`src/rtl/gpio_in_cond.sv`:
```
`default_nettype none
// ============================================================================
// Module   : gpio_in_cond
// Purpose  : Input conditioning in front of the Wishbone GPIO register block.
//            Raw pad inputs are synchronised to clk_sys_i, then debounced
//            per channel against a runtime threshold. Produces the clean
//            level vector and registered one-cycle rise/fall pulses.
//            Optional sticky event latches plus an interrupt line are built
//            only when GPIO_IN_COND_EVT_EN is defined.
// Ports    : clk_sys_i      system clock (rising edge)
//            rst_i          synchronous active-high reset
//            pad_in_i       raw asynchronous pad inputs [WIDTH]
//            deb_cycles_i   debounce threshold, quasi-static [DEB_CNT_W]
//            gpio_in_o      debounced stable level [WIDTH]
//            rise_o/fall_o  one-cycle pulses on gpio_in_o edges [WIDTH]
//            evt_rise_en_i  rising-event latch enable [WIDTH]
//            evt_fall_en_i  falling-event latch enable [WIDTH]
//            evt_clr_i      pending clear strobe [WIDTH]
//            pending_o      sticky event flags [WIDTH]
//            irq_o          OR of pending_o
// Params   : WIDTH (8), SYNC_STAGES (2, legal 2..4), DEB_CNT_W (16)
// Macro    : GPIO_IN_COND_EVT_EN enables the event latches and irq_o;
//            undefined ties pending_o/irq_o to 0.
// Revision : 1.0 - initial release
// ============================================================================
module gpio_in_cond #(
  parameter int WIDTH       = 8,
  parameter int SYNC_STAGES = 2,
  parameter int DEB_CNT_W   = 16
) (
  input  logic                 clk_sys_i,
  input  logic                 rst_i,
  input  logic [WIDTH-1:0]     pad_in_i,
  input  logic [DEB_CNT_W-1:0] deb_cycles_i,
  output logic [WIDTH-1:0]     gpio_in_o,
  output logic [WIDTH-1:0]     rise_o,
  output logic [WIDTH-1:0]     fall_o,
  input  logic [WIDTH-1:0]     evt_rise_en_i,
  input  logic [WIDTH-1:0]     evt_fall_en_i,
  input  logic [WIDTH-1:0]     evt_clr_i,
  output logic [WIDTH-1:0]     pending_o,
  output logic                 irq_o
);

  localparam logic [DEB_CNT_W-1:0] c_cnt_one = DEB_CNT_W'(1);

  // Synchroniser chain; stage SYNC_STAGES-1 is the only sampled output.
  logic [SYNC_STAGES-1:0][WIDTH-1:0] r_sync;
  logic [WIDTH-1:0]                  w_sync;

  always_ff @(posedge clk_sys_i) begin
    if (rst_i) begin
      r_sync <= '0;
    end else begin
      r_sync[0] <= pad_in_i;
      for (int s = 1; s < SYNC_STAGES; s++) begin
        r_sync[s] <= r_sync[s-1];
      end
    end
  end

  assign w_sync = r_sync[SYNC_STAGES-1];

  genvar gi;
  generate
    for (gi = 0; gi < WIDTH; gi++) begin : g_chan
      logic [DEB_CNT_W-1:0] r_cnt;
      logic                 r_level;
      logic                 r_rise;
      logic                 r_fall;

      // The count only advances while cnt < threshold, so it can never wrap.
      // A lowered threshold below the running count commits on the next
      // compare because the test is ">=" rather than "==".
      always_ff @(posedge clk_sys_i) begin
        if (rst_i) begin
          r_cnt   <= '0;
          r_level <= 1'b0;
          r_rise  <= 1'b0;
          r_fall  <= 1'b0;
        end else begin
          r_rise <= 1'b0;
          r_fall <= 1'b0;
          if (w_sync[gi] == r_level) begin
            r_cnt <= '0;
          end else if (r_cnt >= deb_cycles_i) begin
            r_level <= w_sync[gi];
            r_cnt   <= '0;
            r_rise  <= w_sync[gi];
            r_fall  <= ~w_sync[gi];
          end else begin
            r_cnt <= r_cnt + c_cnt_one;
          end
        end
      end

      assign gpio_in_o[gi] = r_level;
      assign rise_o[gi]    = r_rise;
      assign fall_o[gi]    = r_fall;

`ifdef GPIO_IN_COND_EVT_EN
      logic r_pend;

      // Set has priority over a coincident clear so no event is lost.
      always_ff @(posedge clk_sys_i) begin
        if (rst_i) begin
          r_pend <= 1'b0;
        end else if ((r_rise & evt_rise_en_i[gi]) | (r_fall & evt_fall_en_i[gi])) begin
          r_pend <= 1'b1;
        end else if (evt_clr_i[gi]) begin
          r_pend <= 1'b0;
        end
      end

      assign pending_o[gi] = r_pend;
`else
      assign pending_o[gi] = 1'b0;
`endif
    end : g_chan
  endgenerate

`ifdef GPIO_IN_COND_EVT_EN
  assign irq_o = |pending_o;
`else
  // Event inputs are intentionally ignored in this build.
  logic w_evt_unused;
  assign w_evt_unused = ^{evt_rise_en_i, evt_fall_en_i, evt_clr_i};
  assign irq_o        = 1'b0;
`endif

endmodule : gpio_in_cond
`default_nettype wire

```
`config.mk`:
```
export PLATFORM = sky130hd
export DESIGN_NAME = gpio_in_cond
export DESIGN_NICKNAME = d
export VERILOG_FILES = /design/src/rtl/gpio_in_cond.sv
export SDC_FILE = /design/constraint.sdc
export NUM_CORES = 1
export LEC_CHECK = 0
export CORE_MARGIN = 8
export CORE_UTILIZATION = 50
export CTS_BUF_LIST = sky130_fd_sc_hd__clkbuf_8
export CTS_CLUSTER_DIAMETER = 200
export DETAILED_ROUTE_END_ITERATION = 8
export GPL_ROUTABILITY_DRIVEN = 0
export GPL_TIMING_DRIVEN = 0
export PLACE_DENSITY = 0.7
export REMOVE_ABC_BUFFERS = 1
export SETUP_SLACK_MARGIN = 0.05
export SYNTH_ARGS = -nofsm -noshare
export SYNTH_HDL_FRONTEND = slang
export SYNTH_SLANG_ARGS = --single-unit
```
`constraint.sdc`:
```
create_clock -name clk_sys_i -period 2.1 [get_ports clk_sys_i]
set_input_delay 0.315 -clock clk_sys_i [delete_from_list [all_inputs] [get_ports clk_sys_i]]
set_output_delay 0.315 -clock clk_sys_i [all_outputs]
set_load 0.01 [all_outputs]
```
==> impl_metrics.ini <==
[setup_path]
regToRegEndpoint = g_chan[4].r_cnt[10]
critPathMaxFanout = 8
critPathCaptureType = flip-flop
rr_startpoint = g_chan[4].r_cnt[15]
critical_path_class = primary input to flip-flop
r2r_slack_ps = 60
crit_required_ps = 2460
startpoint_type = primary input
reg2reg_depth = 6
crit_arrival_ps = 2430

[timing]
worstMarginPinSlew_ps = 818
period_share_pct = 98.4
holdWs_ps = 285
setup_viol = 0
rsz0062_at_grt = true
maxSlewHeadroom_pct = 44.9
fin_worst_skew_ps = 9.26
fmax_mhz = 484
finalHoldViolCount = 0
drv_slew = 0
final.min_clock_period_ps = 2070

[yosys]
synth_top_area_share_pct = 34.7
synth_async_sr_flop_share_pct = 0
syn_area_mm2 = 0.00970
yosysTopAreaCell = dfxtp_1
syn_inst = 1077
ys_ff_latch = 168
ys.flop_type = dfxtp_1
synth.avg_cell_area_um2 = 9.00
ys_seq_area_share_pct = 34.7
synth_area_leaders = dfxtp_1 35%, ha_1 18%, xor2_1 6.1%
synth_edf_count = 0
ys_types = 53
yosys_warnings = 0

[floorplan]
die_h_um = 155
dieArea_mm2 = 0.0241
die_w_um = 155
fp-row-count = 51
ios = 83
initial_utilization_pct = 50.3
fp.coreArea_mm2 = 0.0193

[drt]
vias = 7898
dr_wl_met3_um = 1030
wl_um = 23900
drtIter0Drc = 384
wl_per_cell_um = 16.2
drtPass1Iterations = 5
vias_per_cell = 5.37
top_layer_used = met4
wl_met2_um = 11700
ant_nets = 0
drt-met1-wl_um = 10500
drc_errors = 0

[power_and_ir_drop]
seqPwrFrac_pct = 54.7
finalPower_w = 0.00586
combPwrFrac_pct = 10.1
irDropWorstVdd_mv = 0.590
p_switching_w = 0.00144
leakage_nw = 4.61
p_clk_share_pct = 35.2
powerDensity_mw_per_mm2 = 485
p_sw_share_pct = 24.6
internal_power_w = 0.00442

[grt]
antenna_found_initial = 0
grt_overflow = 0
grt_max_degree = 34
grt_pass1_wl_um = 37400
grt.total_usage_pct = 19.4
grt_pass1_vias = 7671

[placed_design]
dp_hpwl_um = 14300
port_buffers = 49

[clock_tree]
cts.path.max_buffers = 2
clkTransAtPathRegs_ps = 80
hold_buffers = 0
cts_tree = yes
clock-sinks = 168
cts_max_level = 4
clock-root-buffer = clkbuf_8
clock_latency_ps = 470
cts_inserted_buffers = 17

[finish]
register_area_mm2 = 0.00342
mostFrequentLayoutCells = 139 x dfxtp_1, 132 x nor2_1, 110 x ha_1
final_nets = 1382
diodes = 0
multi_input_area_mm2 = 0.00648
num-fill-cells = 1542
area_growth_pct = 24.7
final_common_cell = dfxtp_1
drive_gt1_share_pct = 21.5

[worst_hold_path]
hold_path_startpoint = rst_i
min_path_type = primary input to flip-flop
whs_endpoint = r_sync[0]
hold_depth = 2

[run_status]
status = finished, final reports clean

[job]
maxCapViolCount = 0
==> metal layers <==
metal	vias to the layer above	global-route usage [%]
met3	48	4.05
met5	-	0
met1	3740	22.7
li1	3965	-
met4	0	8.09
met2	145	33.9
==> worst max-delay path, stage by stage <==
cell             delay [ps]
clkdlybuf4s15_2         200
clkinvlp_4              160
buf_12                  180
ha_1                    290
nand4_1                 120
or3_4                   400
or4_4                   470
nand4_4                 220
nor2_2                   60
==> through the flow <==
step / TNS [ps] / std cells / setup slack (ps) / cell area [µm²] / util [%]
global route: -41.8 / 1472 / -41.8 / 12100 / 62.8
global placement: -162830 / 1351 / -1320 / 10200 / 52.9
CTS: 0 / 1457 / 4.49 / 11800 / 61.0
finish: 0 / 1472 / 33.3 / 12100 / 62.8
floorplan: -907 / 1037 / -42.2 / 9370 / -
detailed placement: -136530 / 1352 / -1180 / 10200 / 53.0
==> synth_stat cells (25+ instances only) <==
library cell  count
a21oi_1          51
and3_1           25
buf_4            33
dfxtp_1         168
ha_1            136
inv_1            38
nand2_1          71
nand3_1          45
nand4_1          32
nor2_1          140
nor3_1           31
xnor2_1          46
xor2_1           68
==> cell type report <==
type | count | share of cell area [%]
flip-flops and latches | 168 | 28.3
clock inverters | 11 | 0.590
clock buffers | 19 | 2.16
inverters | 38 | 1.64
well taps | 265 | 2.74
multi-input cells | 834 | 53.6
repair buffers | 137 | 11.0
==> kinds of logic after synthesis <==
logic type	after synthesis	synth area share, %
DFF	168	34.7
muxes	5	0.516
buffers and inverters	86	5.14
adders and majority gates	136	17.5
other	1	0.0387
xor gates and xnor gates	114	10.3
and+or+nand+nor	451	24.1
AOI/OAI and AO/OA	116	7.72
==> power by group through the flow <==
stage | Sequential, W | Combinational, W | Clock [W]
global route | 0.00321 | 0.000643 | 0.00224
global placement | 0.00329 | 0.000363 | 0
finish | 0.00320 | 0.000593 | 0.00206
detailed placement | 0.00329 | 0.000375 | 0
floorplan | 0.00329 | 0.000215 | 0
CTS | 0.00321 | 0.000542 | 0.00210
==> sequential cells by signal, summed over array words and instances, names as in the netlist <==
name	flops
r_sync	8
g_chan.r_fall	8
g_chan.r_rise	8
g_chan.r_level	8
w_sync	8
g_chan.r_cnt	128
==> worst max path at each step <==
stage,slack [ps],start,end
2_1_floorplan,-40,deb_cycles_i[14],g_chan[3].r_cnt[10]
3_3_place_gp,-1320,rst_i,g_chan[0].r_cnt[5]
3_5_place_dp,-1180,deb_cycles_i[14],g_chan[3].r_cnt[13]
4_1_cts,4,g_chan[4].r_cnt[10],g_chan[4].r_cnt[1]
5_1_grt,-40,g_chan[4].r_cnt[15],g_chan[4].r_fall
6_report,30,deb_cycles_i[9],g_chan[4].r_cnt[10]
==> timing repair <==
item	4_1_cts	5_1_grt
setup endpoints to repair	152	145
buffers inserted	72	15
pin swaps	66	26
resized for setup	108	53
cloned	3	0
No activity file was read; power rests on OpenSTA's default activity.
